### src/rtl/rs_issue_scheduler_pkg.sv
// Shared types and constants for the reservation-station issue scheduler.
package rs_issue_scheduler_pkg;

  // Functional-unit class carried by each RS row.
  typedef enum logic [1:0] {
    FuAlu   = 2'd0,
    FuMult  = 2'd1,
    FuLoad  = 2'd2,
    FuStore = 2'd3
  } FU_TYPE_T;

  localparam int unsigned NUM_FU = 4;

  // Slot positions within slot_valid / slot_idx.
  localparam int unsigned SLOT_ALU0 = 0;
  localparam int unsigned SLOT_ALU1 = 1;
  localparam int unsigned SLOT_MULT = 2;
  localparam int unsigned SLOT_MEM  = 3;

  // Number of set bits in a 4-bit grant vector.
  function automatic logic [2:0] popcount4(input logic [3:0] v);
    return {2'b00, v[0]} + {2'b00, v[1]} + {2'b00, v[2]} + {2'b00, v[3]};
  endfunction

endpackage

### src/rtl/rs_prio_enc.sv
// Lowest-index priority encoder: reports whether any request bit is set and
// the index of the lowest one (oldest RS row).
module rs_prio_enc #(
  parameter int unsigned Width = 16,
  parameter int unsigned IdxW  = (Width > 1) ? $clog2(Width) : 1
) (
  input  logic [Width-1:0] req_i,
  output logic             valid_o,
  output logic [IdxW-1:0]  idx_o
);

  // Scan from the top down so the lowest set bit is the last one written.
  always_comb begin
    valid_o = 1'b0;
    idx_o   = '0;
    for (int i = Width - 1; i >= 0; i--) begin
      if (req_i[i]) begin
        valid_o = 1'b1;
        idx_o   = IdxW'(i);
      end
    end
  end

endmodule

### src/rtl/rs_issue_scheduler.sv
// Per-cycle issue scheduler: binds up to four ready RS rows to the ALU0, ALU1,
// MULT and MEM slots, tracks multiplier occupancy and registers slot grants.
module rs_issue_scheduler
  import rs_issue_scheduler_pkg::*;
#(
  parameter int unsigned RS_SIZE  = 16,
  parameter int unsigned MULT_LAT = 4,
  localparam int unsigned IDX_W   = (RS_SIZE > 1) ? $clog2(RS_SIZE) : 1,
  localparam int unsigned CNT_W   = $clog2(MULT_LAT) + 1
) (
  input  logic                    clock,
  input  logic                    reset,
  input  logic [RS_SIZE-1:0]      row_ready,
  input  logic [2*RS_SIZE-1:0]    row_fu_type,
  input  logic [1:0]              LSQ_busy,
  input  logic                    ex_stall,
  input  logic                    squash,
  output logic [RS_SIZE-1:0]      issue_code,
  output logic [2:0]              issue_cnt,
  output logic [NUM_FU-1:0]       slot_valid,
  output logic [NUM_FU*IDX_W-1:0] slot_idx,
  output logic                    mult_busy
);

  logic [RS_SIZE-1:0] alu_mask, alu1_mask, mult_mask, mem_mask, alu0_onehot;
  logic [NUM_FU-1:0]  pick_valid, grant;
  logic [IDX_W-1:0]   pick_idx [NUM_FU];
  logic               grant_en;

  logic [CNT_W-1:0]        mult_cnt_q, mult_cnt_d;
  logic                    mult_busy_q, mult_busy_d;
  logic [NUM_FU-1:0]       slot_valid_q, slot_valid_d;
  logic [NUM_FU*IDX_W-1:0] slot_idx_q, slot_idx_d;

  // Per-class eligibility masks.
  always_comb begin
    FU_TYPE_T ty;
    ty        = FuAlu;
    alu_mask  = '0;
    mult_mask = '0;
    mem_mask  = '0;
    for (int i = 0; i < RS_SIZE; i++) begin
      ty           = FU_TYPE_T'(row_fu_type[2*i +: 2]);
      alu_mask[i]  = row_ready[i] && (ty == FuAlu);
      mult_mask[i] = row_ready[i] && (ty == FuMult) && (mult_cnt_q == '0);
      mem_mask[i]  = row_ready[i] && (((ty == FuLoad) && !LSQ_busy[0]) ||
                                      ((ty == FuStore) && !LSQ_busy[1]));
    end
  end

  rs_prio_enc #(.Width(RS_SIZE), .IdxW(IDX_W)) u_enc_alu0 (
    .req_i   (alu_mask),
    .valid_o (pick_valid[SLOT_ALU0]),
    .idx_o   (pick_idx[SLOT_ALU0])
  );

  rs_prio_enc #(.Width(RS_SIZE), .IdxW(IDX_W)) u_enc_alu1 (
    .req_i   (alu1_mask),
    .valid_o (pick_valid[SLOT_ALU1]),
    .idx_o   (pick_idx[SLOT_ALU1])
  );

  rs_prio_enc #(.Width(RS_SIZE), .IdxW(IDX_W)) u_enc_mult (
    .req_i   (mult_mask),
    .valid_o (pick_valid[SLOT_MULT]),
    .idx_o   (pick_idx[SLOT_MULT])
  );

  rs_prio_enc #(.Width(RS_SIZE), .IdxW(IDX_W)) u_enc_mem (
    .req_i   (mem_mask),
    .valid_o (pick_valid[SLOT_MEM]),
    .idx_o   (pick_idx[SLOT_MEM])
  );

  // ALU1 sees the ALU mask with ALU0's pick removed; gate all grants.
  always_comb begin
    alu0_onehot = pick_valid[SLOT_ALU0] ? (RS_SIZE'(1) << pick_idx[SLOT_ALU0]) : '0;
    alu1_mask   = alu_mask & ~alu0_onehot;
    grant_en    = reset && !ex_stall && !squash;
    grant       = grant_en ? pick_valid : '0;
  end

  // Same-cycle grant vector and count for RS compaction.
  always_comb begin
    issue_code = '0;
    for (int k = 0; k < NUM_FU; k++) begin
      if (grant[k]) begin
        issue_code = issue_code | (RS_SIZE'(1) << pick_idx[k]);
      end
    end
    issue_cnt = popcount4(grant);
  end

  // Multiplier occupancy counter; keeps counting even under ex_stall.
  always_comb begin
    mult_cnt_d = mult_cnt_q;
    if (squash) begin
      mult_cnt_d = '0;
    end else if (grant[SLOT_MULT]) begin
      mult_cnt_d = CNT_W'(MULT_LAT - 1);
    end else if (mult_cnt_q != '0) begin
      mult_cnt_d = mult_cnt_q - 1'b1;
    end
    mult_busy_d = (mult_cnt_d != '0);
  end

  // Slot register next state: squash clears, ex_stall holds, otherwise load.
  always_comb begin
    slot_valid_d = slot_valid_q;
    slot_idx_d   = slot_idx_q;
    if (squash) begin
      slot_valid_d = '0;
      slot_idx_d   = '0;
    end else if (!ex_stall) begin
      slot_valid_d = grant;
      for (int k = 0; k < NUM_FU; k++) begin
        slot_idx_d[k*IDX_W +: IDX_W] = grant[k] ? pick_idx[k] : '0;
      end
    end
  end

  // State registers with asynchronous active-low reset.
  always_ff @(posedge clock or negedge reset) begin
    if (!reset) begin
      mult_cnt_q   <= '0;
      mult_busy_q  <= 1'b0;
      slot_valid_q <= '0;
      slot_idx_q   <= '0;
    end else begin
      mult_cnt_q   <= mult_cnt_d;
      mult_busy_q  <= mult_busy_d;
      slot_valid_q <= slot_valid_d;
      slot_idx_q   <= slot_idx_d;
    end
  end

  assign slot_valid = slot_valid_q;
  assign slot_idx   = slot_idx_q;
  assign mult_busy  = mult_busy_q;

endmodule

### config.mk
export PLATFORM = sky130hd
export DESIGN_NAME = rs_issue_scheduler
export DESIGN_NICKNAME = d
export VERILOG_FILES = /design/src/rtl/rs_issue_scheduler_pkg.sv /design/src/rtl/rs_prio_enc.sv /design/src/rtl/rs_issue_scheduler.sv
export SDC_FILE = /design/constraint.sdc
export NUM_CORES = 1
export LEC_CHECK = 0
export CORE_MARGIN = 4
export CORE_UTILIZATION = 50
export CTS_BUF_LIST = sky130_fd_sc_hd__clkbuf_4 sky130_fd_sc_hd__clkbuf_8 sky130_fd_sc_hd__clkbuf_16
export DETAILED_ROUTE_END_ITERATION = 10
export PLACE_DENSITY = 0.83
export REMOVE_ABC_BUFFERS = 1
export SETUP_SLACK_MARGIN = 0.3
export SYNTH_ARGS = -nofsm -noshare
export SYNTH_HDL_FRONTEND = slang
export SYNTH_SLANG_ARGS = --single-unit
### constraint.sdc
create_clock -name clock -period 6.8 [get_ports clock]
set_input_delay 1.36 -clock clock [delete_from_list [all_inputs] [get_ports clock]]
set_output_delay 1.36 -clock clock [all_outputs]
set_load 0.01 [all_outputs]
Word level (Yosys, flattened, before mapping)
Index checks and enable logic that the tools add are counted.
{"block": "totals", "ram_bits": 0, "word_cells": 348, "output_inout_bits": 40, "n_memories": 0, "inputBits": 54, "latchBits": 0, "romBits": 0, "ff_bits": 24}
{"block": "op_classes", "mul": 0, "bitwise_logic": 5, "mux": 145, "div_mod_pow": 0, "n_shift": 4, "n_lt_le_gt_ge": 0, "eq_ne": 49, "n_reduce_logical": 137, "n_addsub": 4}
{"op": "two-way mux 4 bit", "n": 71}
{"op": "two-way mux 16 bit", "n": 7}
{"op": "logical AND 1 bit", "n": 98}
{"op": "== test 2 bit, second input constant", "n": 32}
{"op": "two-way mux 1 bit", "n": 64}
{"op": "<< shifter 1 x 4 -> 16 bit, first input constant", "n": 4}
{"op": "bitwise OR 16 bit", "n": 3}
{"op": "== test 2 x 1 -> 1 bit, second input constant", "n": 16}
{"op": "zero test 2 bit", "n": 16}
{"op": "AND 16 bit", "n": 1}
{"op": "logical OR 1 bit", "n": 16}
{"op": "NOT 16 bit", "n": 1}
{"op": "two-way mux 3 bit", "n": 3}
{"op": "nonzero test 3 bit", "n": 2}
{"op": "zero test 1 bit", "n": 4}
{"op": "adder 2 x 1 -> 3 bit", "n": 1}
{"op": "adder 3 x 1 -> 3 bit", "n": 1}
{"op": "zero test 3 bit", "n": 1}
{"op": "subtractor 3 x 1 -> 3 bit, second input constant", "n": 1}
{"op": "adder 1 x 1 -> 2 bit", "n": 1}
{"op": "inequality test 2 x 1 -> 1 bit, second input constant", "n": 1}

Logic depth before layout (Yosys ltp)
Gate-level depths: netlist of the first run.
{"block": "depth", "ltp_word": 46, "mapped_depth": 12, "mapped_depth_nobuf": 11}

Modules after synthesis
From an unflattened synthesis of the first run, not the netlist that was laid out.
{"block": "hier_totals", "cells_unflattened": 409, "area_unflattened_um2": 3080.5}
{"mod": "rs_issue_scheduler", "seq_area_each_um2": 600.6, "cells_each": 277, "area_per_inst_um2": 2364.8, "instances": 1}
{"mod": "rs_prio_enc", "seq_area_each_um2": 0.0, "cells_each": 33, "area_per_inst_um2": 178.9, "instances": 4}

Worst setup path before layout of the first run
No wires, ideal clock.
{"block": "synth_timing", "kind": "in2out", "from": "input port row_fu_type[14]", "to": "output port issue_cnt[1]", "required_time_ps": 5440, "slack_ps": 1186, "t_arrival_ps": 4254, "cell_stages": 12, "n_path_buf": 2, "path_cell_list": "or3b_1 buf_2 a21oi_2 nor2_2 o41ai_4 buf_6 a31oi_2 nand2b_4 o41a_1 fa_1 ha_1 ha_1"}
{"block": "synth_between", "elab_chain_len": 34, "elab_cells_between_ends": 67, "classes_between": "add/sub: 3; eq/ne: 3; shift: 1; mux: 50; bitwise: 2; reduce/logical: 8"}
{"element": "from (decl)", "line_no": "rs_issue_scheduler.sv:14", "text": "input logic [2*RS_SIZE-1:0] row_fu_type,"}
{"element": "zero test 2 bit", "line_no": "rs_issue_scheduler.sv:44", "text": "alu_mask[i] = row_ready[i] && (ty == FuAlu);"}
{"element": "logical AND 1 bit", "line_no": "rs_issue_scheduler.sv:44"}
{"element": "two-way mux 4 bit (8 in a row)", "line_no": "rs_prio_enc.sv:17", "text": "if (req_i[i]) begin"}
{"element": "<< shifter 1 x 4 -> 16 bit", "line_no": "rs_issue_scheduler.sv:77", "text": "alu0_onehot = pick_valid[SLOT_ALU0] ? (RS_SIZE'(1) << pick_idx[SLOT_ALU0]) : '0;"}
{"element": "two-way mux 16 bit", "line_no": "rs_issue_scheduler.sv:77"}
{"element": "NOT 16 bit", "line_no": "rs_issue_scheduler.sv:78", "text": "alu1_mask = alu_mask & ~alu0_onehot;"}
{"element": "AND 16 bit", "line_no": "rs_issue_scheduler.sv:78"}
{"element": "two-way mux 1 bit (16 in a row)", "line_no": "rs_prio_enc.sv:17"}
{"element": "two-way mux 4 bit (*)", "line_no": "rs_issue_scheduler.sv:80", "text": "grant = grant_en ? pick_valid : '0;"}
{"element": "adder 1 x 1 -> 2 bit", "line_no": "rs_issue_scheduler_pkg.sv:22", "text": "return {2'b00, v[0]} + {2'b00, v[1]} + {2'b00, v[2]} + {2'b00, v[3]};"}
{"element": "adder 2 x 1 -> 3 bit", "line_no": "rs_issue_scheduler_pkg.sv:22"}
{"element": "adder 3 x 1 -> 3 bit (*)", "line_no": "rs_issue_scheduler_pkg.sv:22"}
{"element": "to (decl)", "line_no": "rs_issue_scheduler.sv:19", "text": "output logic [2:0] issue_cnt,"}
Every way passes the cells marked *; elsewhere a longest branch is shown, timed or not.

Final worst setup path of the first run
{"block": "layout_timing", "from": "input port row_ready[14]", "to": "output port issue_code[7]"}
{"block": "layout_between", "elab_chain_len": 43, "elab_cells_between_ends": 141, "classes_between": "shift: 4; mux: 128; bitwise: 5; reduce/logical: 4"}
{"element": "from (decl)", "line_no": "rs_issue_scheduler.sv:13", "text": "input logic [RS_SIZE-1:0] row_ready,"}
{"element": "logical AND 1 bit", "line_no": "rs_issue_scheduler.sv:44"}
{"element": "two-way mux 4 bit (15 in a row)", "line_no": "rs_prio_enc.sv:17"}
{"element": "<< shifter 1 x 4 -> 16 bit", "line_no": "rs_issue_scheduler.sv:77, rs_issue_scheduler.sv:88"}
{"element": "two-way mux 16 bit", "line_no": "rs_issue_scheduler.sv:77"}
{"element": "NOT 16 bit", "line_no": "rs_issue_scheduler.sv:78"}
{"element": "AND 16 bit", "line_no": "rs_issue_scheduler.sv:78"}
{"element": "two-way mux 4 bit (16 in a row)", "line_no": "rs_prio_enc.sv:17"}
{"element": "<< shifter 1 x 4 -> 16 bit", "line_no": "rs_issue_scheduler.sv:88", "text": "issue_code = issue_code | (RS_SIZE'(1) << pick_idx[k]);"}
{"element": "bitwise OR 16 bit", "line_no": "rs_issue_scheduler.sv:88"}
{"element": "two-way mux 16 bit", "line_no": "rs_issue_scheduler.sv:87", "text": "if (grant[k]) begin"}
{"element": "bitwise OR 16 bit", "line_no": "rs_issue_scheduler.sv:88"}
{"element": "two-way mux 16 bit", "line_no": "rs_issue_scheduler.sv:87"}
{"element": "bitwise OR 16 bit", "line_no": "rs_issue_scheduler.sv:88"}
{"element": "two-way mux 16 bit (*)", "line_no": "rs_issue_scheduler.sv:87"}
{"element": "to (decl)", "line_no": "rs_issue_scheduler.sv:18", "text": "output logic [RS_SIZE-1:0] issue_code,"}
Marked as above.

==> flow_metrics.env, run 1 <==
export IMPL_critPathRequiredTime_ns=5.44
export IMPL_avgViaCountPerCell=6.833
export IMPL_grt_ovfl_total=0
export IMPL_clockBufferDepth=2
export IMPL_cp_cell_sequence="clkdlybuf4s50_1, or3b_4, a211o_1, a21oi_4, o41ai_4, buf_4, buf_4, buf_4, o22ai_1, o2111ai_1, and3_1, o32ai_1, clkdlybuf4s50_1"
export IMPL_syn_area_um2=3351
export IMPL_maxSlewHeadroom_pct=51.32
export IMPL_status="finished clean"
export IMPL_cts_hold_buf=0
export IMPL_combPwrFrac_pct=63.6
export IMPL_crit_family="buffers and inverters"
export IMPL_syn_inst=419
export IMPL_grt_pass1_vias=4149
export IMPL_slowest_stage="clkdlybuf4s50_1"
export IMPL_cts_sinks=24
export IMPL_wirelength_um=13140
export IMPL_synth_seq_area_share_pct=17.92
export IMPL_synthFlopType="dfrtp_1"
export IMPL_timing_rr_start="mult_cnt_q[0]"
export IMPL_dieHeight_um=89.86
export IMPL_drc_errors=0
export IMPL_setup_worst_path_end_class="primary output"
export IMPL_ctsHtreeMaxLevel=1
export IMPL_io_pins=94
export IMPL_drive_gt1_share_pct=17.00
export IMPL_critPathLaunchType="input port"
export IMPL_seqPwrFrac_pct=23.2
export IMPL_fin_setup_tns_ns=0
export IMPL_cp_max_fo=7
export IMPL_min_period_ns=6.419
export IMPL_maxCapViolCount=0
export IMPL_p_leak_nw=2.032
export IMPL_crit_top_cell="buf_4"
export IMPL_hold_path_class="flop to flop"
export IMPL_grt_pass1_wl_um=20980
export IMPL_core_area_um2=6422
export IMPL_synth_distinct_cells=71
export IMPL_skew_ns=0.001605
export IMPL_rsz0062_at_grt="false"
export IMPL_p_per_area_nw_per_um2=155.3
export IMPL_hold_violations=0
export IMPL_final_max_slew_viol_count=0
export IMPL_peakVddDrop_v=0.0001076
export IMPL_p_int_uw=410.5
export IMPL_nets=607
export IMPL_p_clk_share_pct=13.2
export IMPL_ys_warn_count=0
export IMPL_max_freq_mhz=155.8
export IMPL_power_uw=739.3
export IMPL_hold_path_end="slot_idx[10]"
export IMPL_ys_seq_elements=24
export IMPL_worst_pin_slew_ns=0.7236
export IMPL_async_flop_share_pct=100.0
export IMPL_arrival_ns=5.06
export IMPL_min_path_cells=2
export IMPL_path_clk_slew_ns=0.09
export IMPL_hpwlAfterDp_um=10650
export IMPL_row_count=29
export IMPL_rrSetupSlack_ns=4.03
export IMPL_p_sw_share_pct=44.47
export IMPL_drt_iter0_drc=446
export IMPL_path_class="input port to primary output"
export IMPL_synth_edf_count=0
export IMPL_port_buffers=93
export IMPL_post_drt_wl_per_cell_um=21.06
export IMPL_first_pass_iters=5
export IMPL_syn_to_final_growth_pct=42.08
export IMPL_diodes=0
export IMPL_gp_congestion=0.9671
export IMPL_setup_viol=0
export IMPL_crit_buf_inv=5
export IMPL_track_usage_pct=31.34
export IMPL_synth_avg_cell_area_um2=7.997
export IMPL_cts_made_buffers=3
export IMPL_clock_root_buffer="clkbuf_8"
export IMPL_antenna_found_initial=0
export IMPL_grt_max_degree=26
export IMPL_die_area_um2=8075
export IMPL_min_period_over_period_pct=94.40
export IMPL_reg2regPathDepth=10
export IMPL_slowest_delay_ns=0.62
export IMPL_start_util_pct=52.17
export IMPL_p_switching_uw=328.8
export IMPL_vias=4264
export IMPL_clock_latency_ns=0.27
export IMPL_min_from="slot_idx[10]"
export IMPL_r2r_end="mult_busy"
export IMPL_postRouteAntennaNets=0
export IMPL_die_w_um=89.86
export IMPL_cts_tree="yes"
routing by layer:
metal  track usage, %  vias to the layer above  wire, µm
met4            9.949                        0       410
met2            52.13                      266      6089
met5                0                        -         0
li1                 -                     1940         -
met1            41.50                     2017      5408
met3            5.342                       41      1235
worst max path at each step:
stage	startpoint	to	slack (ns)	depth (start not counted)
after floorplan	row_fu_type[22]	issue_cnt[1]	0.96	10
after detailed placement	row_ready[7]	issue_cnt[1]	0.03	12
after global placement	row_fu_type[15]	issue_cnt[1]	0.04	12
final	row_ready[14]	issue_code[7]	0.38	13
after CTS	row_fu_type[22]	issue_cnt[0]	0.30	12
after global routing	row_ready[11]	issue_code[6]	0.28	13
area by class of cell:
cell class	instances	area, µm²
multi-input combinational	374	2714
timing repair buffer	136	1261
inverter	9	33.78
sequential	24	600.6
clock buffer	4	55.05
tap	77	96.34
fill	531	1662
power by group through the flow:
stage | Sequential (mW) | Combinational [mW] | Clock (mW)
3_5_place_dp | 0.174 | 0.449 | 0
2_1_floorplan | 0.177 | 0.250 | 0
5_1_grt | 0.174 | 0.503 | 0.103
4_1_cts | 0.171 | 0.454 | 0.0980
3_3_place_gp | 0.172 | 0.438 | 0
6_report | 0.171 | 0.470 | 0.0976
registers in the layout, indices dropped and copies added, names as in the netlist:
register	count
mult_busy	1
slot_idx	16
slot_valid	4
mult_cnt_q	3
cells in the mapped netlist, drive strengths merged, types with 5 or more instances:
| master | instances | area (µm²) |
|---|---|---|
| a31oi | 14 | 93.84 |
| o31ai | 8 | 60.06 |
| nand3 | 17 | 85.08 |
| nor2b | 8 | 50.05 |
| a21o | 5 | 37.54 |
| nand2 | 36 | 135.1 |
| o32ai | 8 | 70.07 |
| dfrtp | 24 | 600.6 |
| inv | 9 | 33.78 |
| or3b | 15 | 133.9 |
| buf | 7 | 47.54 |
| o21ai | 24 | 120.1 |
| a32oi | 6 | 52.55 |
| a221oi | 6 | 52.55 |
| clkbuf | 5 | 18.77 |
| a21boi | 6 | 45.05 |
| and2 | 11 | 68.82 |
| a21oi | 23 | 137.6 |
| mux2i | 15 | 150.1 |
| a311oi | 5 | 43.79 |
| a22o | 8 | 70.07 |
| nor3 | 12 | 60.06 |
| and3b | 8 | 70.07 |
| nor2 | 27 | 103.9 |
| a32o | 7 | 70.07 |
| o211ai | 7 | 52.55 |
| nand2b | 5 | 38.78 |
| nor3b | 21 | 192.7 |
| and3 | 10 | 62.56 |
| nand3b | 9 | 67.56 |
placed cells by master, fill, tap and decap left out, drive strengths merged, types with 7 or more instances in the layout:
cell type and instances:
and3 10, nor3 12, o32ai 8, dfrtp 24
buf 43, o211ai 7, and2 11, and3b 8
clkdlybuf4s50 84, nor3b 21, a22o 8, nor2 27
nand3 17, mux2i 15, a32o 7, o31ai 8
a31oi 14, inv 9, a21oi 23, o21ai 24
or3b 15, nand2 36, nand3b 9, nor2b 8
tightest hold or removal path, cell delays in order (launching register included):
cell	delay, ns
dfrtp_1	0.35
nand2_1	0.05
nand2_1	0.05
per-stage QoR:
step                      area [µm²]  setup slack (ns)  std cells  utilization, %  hold slack, ns
after floorplan                 3284            0.9642        407               -          0.5070
after global placement          4619           0.03616        618           71.93          0.4543
after detailed placement        4619           0.03222        618           71.93          0.4582
after CTS                       4690            0.3034        623           73.02          0.4772
after global routing            4761            0.2773        624           74.13          0.5019
final                           4761            0.3809        624           74.13          0.4770
kinds of logic after synthesis:
group / after synthesis / synth area share, %
flops: 24 / 17.92
mux: 16 / 4.817
buf+inv: 21 / 2.987
fa+ha+maj: 5 / 2.091
xor+xnor: 1 / 0.2614
simple gates: 193 / 35.66
compound gates: 159 / 36.26
what timing repair did:
item	4_1_cts	5_1_grt
gates resized for setup	7	20
pin swaps	4	4
endpoints found under the setup margin	3	9
buffers inserted	1	1
Note: power is estimated with default switching activity, not from simulation.
==> inputs of run 2 (changes only) <==
Settings changed: CTS_CLUSTER_DIAMETER set to 150, RECOVER_POWER set to 25.
==> run 2 against run 1 <==
Total power hardly changed. Die area stayed put. Worst hold slack stayed put. Non-clock buffer count stayed put. Global-route usage stayed put. Maximum frequency stayed put. Clock power hardly changed. Clock skew stayed put. Register-to-register slack hardly changed. Critical endpoint unchanged. Largest cell class unchanged. Highest routed layer unchanged.
==> flow_metrics.env, run 2 (synthesis results as in run 1) <==
export IMPL_hpwlAfterDp_um=10650
export IMPL_cts_tree="yes"
export IMPL_clockBufferDepth=2
export IMPL_critPathRequiredTime_ns=5.44
export IMPL_maxSlewHeadroom_pct=51.32
export IMPL_core_area_um2=6422
export IMPL_hold_violations=0
export IMPL_p_per_area_nw_per_um2=155.3
export IMPL_syn_to_final_growth_pct=42.08
export IMPL_clock_latency_ns=0.27
export IMPL_fin_setup_tns_ns=0
export IMPL_grt_ovfl_total=0
export IMPL_clock_root_buffer="clkbuf_8"
export IMPL_hold_path_end="slot_idx[10]"
export IMPL_maxCapViolCount=0
export IMPL_cts_sinks=24
export IMPL_drt_iter0_drc=446
export IMPL_row_count=29
export IMPL_rsz0062_at_grt="false"
export IMPL_largest_register_ffs=16
export IMPL_r2r_end="mult_busy"
export IMPL_rrSetupSlack_ns=4.03
export IMPL_diodes=0
export IMPL_cp_max_fo=7
export IMPL_final_max_slew_viol_count=0
export IMPL_min_path_cells=2
export IMPL_path_clk_slew_ns=0.09
export IMPL_skew_ns=0.001605
export IMPL_stdcell_area_um2=4761
export IMPL_cts_made_buffers=3
export IMPL_nets=607
export IMPL_setup_worst_path_end_class="primary output"
export IMPL_track_usage_pct=31.34
export IMPL_peakVddDrop_v=0.0001076
export IMPL_avgViaCountPerCell=6.833
export IMPL_path_class="input port to primary output"
export IMPL_max_freq_mhz=155.8
export IMPL_grt_pass1_vias=4149
export IMPL_p_leak_nw=2.033
export IMPL_status="finished clean"
export IMPL_power_uw=739.2
export IMPL_reg2regPathDepth=10
export IMPL_die_w_um=89.86
export IMPL_critPathLaunchType="input port"
export IMPL_gp_congestion=0.9671
export IMPL_drc_errors=0
export IMPL_min_period_ns=6.419
export IMPL_cts_hold_buf=0
export IMPL_setup_viol=0
export IMPL_die_area_um2=8075
export IMPL_first_pass_iters=5
export IMPL_start_util_pct=52.17
export IMPL_dieHeight_um=89.86
export IMPL_grt_pass1_wl_um=20980
export IMPL_timing_rr_start="mult_cnt_q[0]"
export IMPL_final_common_cell="clkdlybuf4s50_1"
export IMPL_drive_gt1_share_pct=17.00
export IMPL_post_drt_wl_per_cell_um=21.06
export IMPL_io_pins=94
export IMPL_vias=4264
export IMPL_ctsHtreeMaxLevel=1
export IMPL_antenna_found_initial=0
export IMPL_min_from="slot_idx[10]"
export IMPL_post_dp_cell_area_um2=4619
export IMPL_hold_path_class="flop to flop"
export IMPL_final_cell_mix="clkdlybuf4s50_1, buf_4, nand2_1"
export IMPL_min_period_over_period_pct=94.40
export IMPL_grt_max_degree=26
export IMPL_arrival_ns=5.06
export IMPL_fill_cells=531
export IMPL_postRouteAntennaNets=0
export IMPL_worst_pin_slew_ns=0.7236
export IMPL_port_buffers=93
export IMPL_wirelength_um=13140
==> run 2: changes by cell type in the layout (fill, tap and decap cells not counted), sizes merged <==
cell	previous run	this run
clkdlybuf4s50	84	83
dlygate4sd3	0	1
==> run 2: how the worst max path moves through the flow <==
stage                         start            end  slack (ns)  cells after the start
global placement    row_fu_type[15]   issue_cnt[1]        0.04                     12
CTS                 row_fu_type[22]   issue_cnt[0]        0.30                     12
global route          row_ready[11]  issue_code[6]        0.28                     13
detailed placement     row_ready[7]   issue_cnt[1]        0.03                     12
finish                row_ready[14]  issue_code[7]        0.38                     13
floorplan           row_fu_type[22]   issue_cnt[1]        0.96                     10
==> run 2: critical path, cell delays in order <==
cell,delay (ns)
clkdlybuf4s50_1,0.47
or3b_4,0.41
a211o_1,0.36
a21oi_4,0.24
o41ai_4,0.12
buf_4,0.16
buf_4,0.13
buf_4,0.15
o22ai_1,0.16
o2111ai_1,0.17
and3_1,0.31
o32ai_1,0.39
clkdlybuf4s50_1,0.62
==> run 2: through the flow <==
step                utilization [%]  hold WS, ns  setup slack (ns)  std cells
finish                        74.13       0.4770            0.3809        624
global route                  74.13       0.5019            0.2773        624
CTS                           73.02       0.4772            0.3034        623
detailed placement            71.93       0.4582           0.03222        618
global placement              71.93       0.4543           0.03616        618
floorplan                         -       0.5070            0.9642        407
==> run 2: final cells by class <==
cell class                 count  area (µm²)  share of cell area, %
multi-input combinational    374        2714                  57.00
timing repair buffer         136        1261                  26.49
sequential                    24       600.6                  12.61
tap                           77       96.34                  2.024
clock buffer                   4       55.05                  1.156
inverter                       9       33.78                 0.7096
==> run 2: routing by layer <==
| metal | global-route usage, % | vias to the layer above | share of wire, % | wire length, µm |
|---|---|---|---|---|
| met2 | 52.13 | 266 | 46 | 6089 |
| li1 | - | 1940 | - | - |
| met3 | 5.342 | 41 | 9.4 | 1235 |
| met4 | 9.949 | 0 | 3.1 | 410 |
| met5 | 0 | - | 0 | 0 |
| met1 | 41.50 | 2017 | 41 | 5408 |
==> run 2: what timing repair did <==
action | 4_1_cts | 5_1_grt
pin swaps | 4 | 4
resized for setup | 7 | 20
buffers inserted | 1 | 1
endpoints found under the setup margin | 3 | 9
==> run 2: power by group <==
part           total (mW)  switching (mW)  internal [mW]
Clock              0.0976          0.0458         0.0517
Combinational       0.470           0.273          0.198
Sequential          0.171          0.0104          0.161
Total               0.739           0.329          0.410
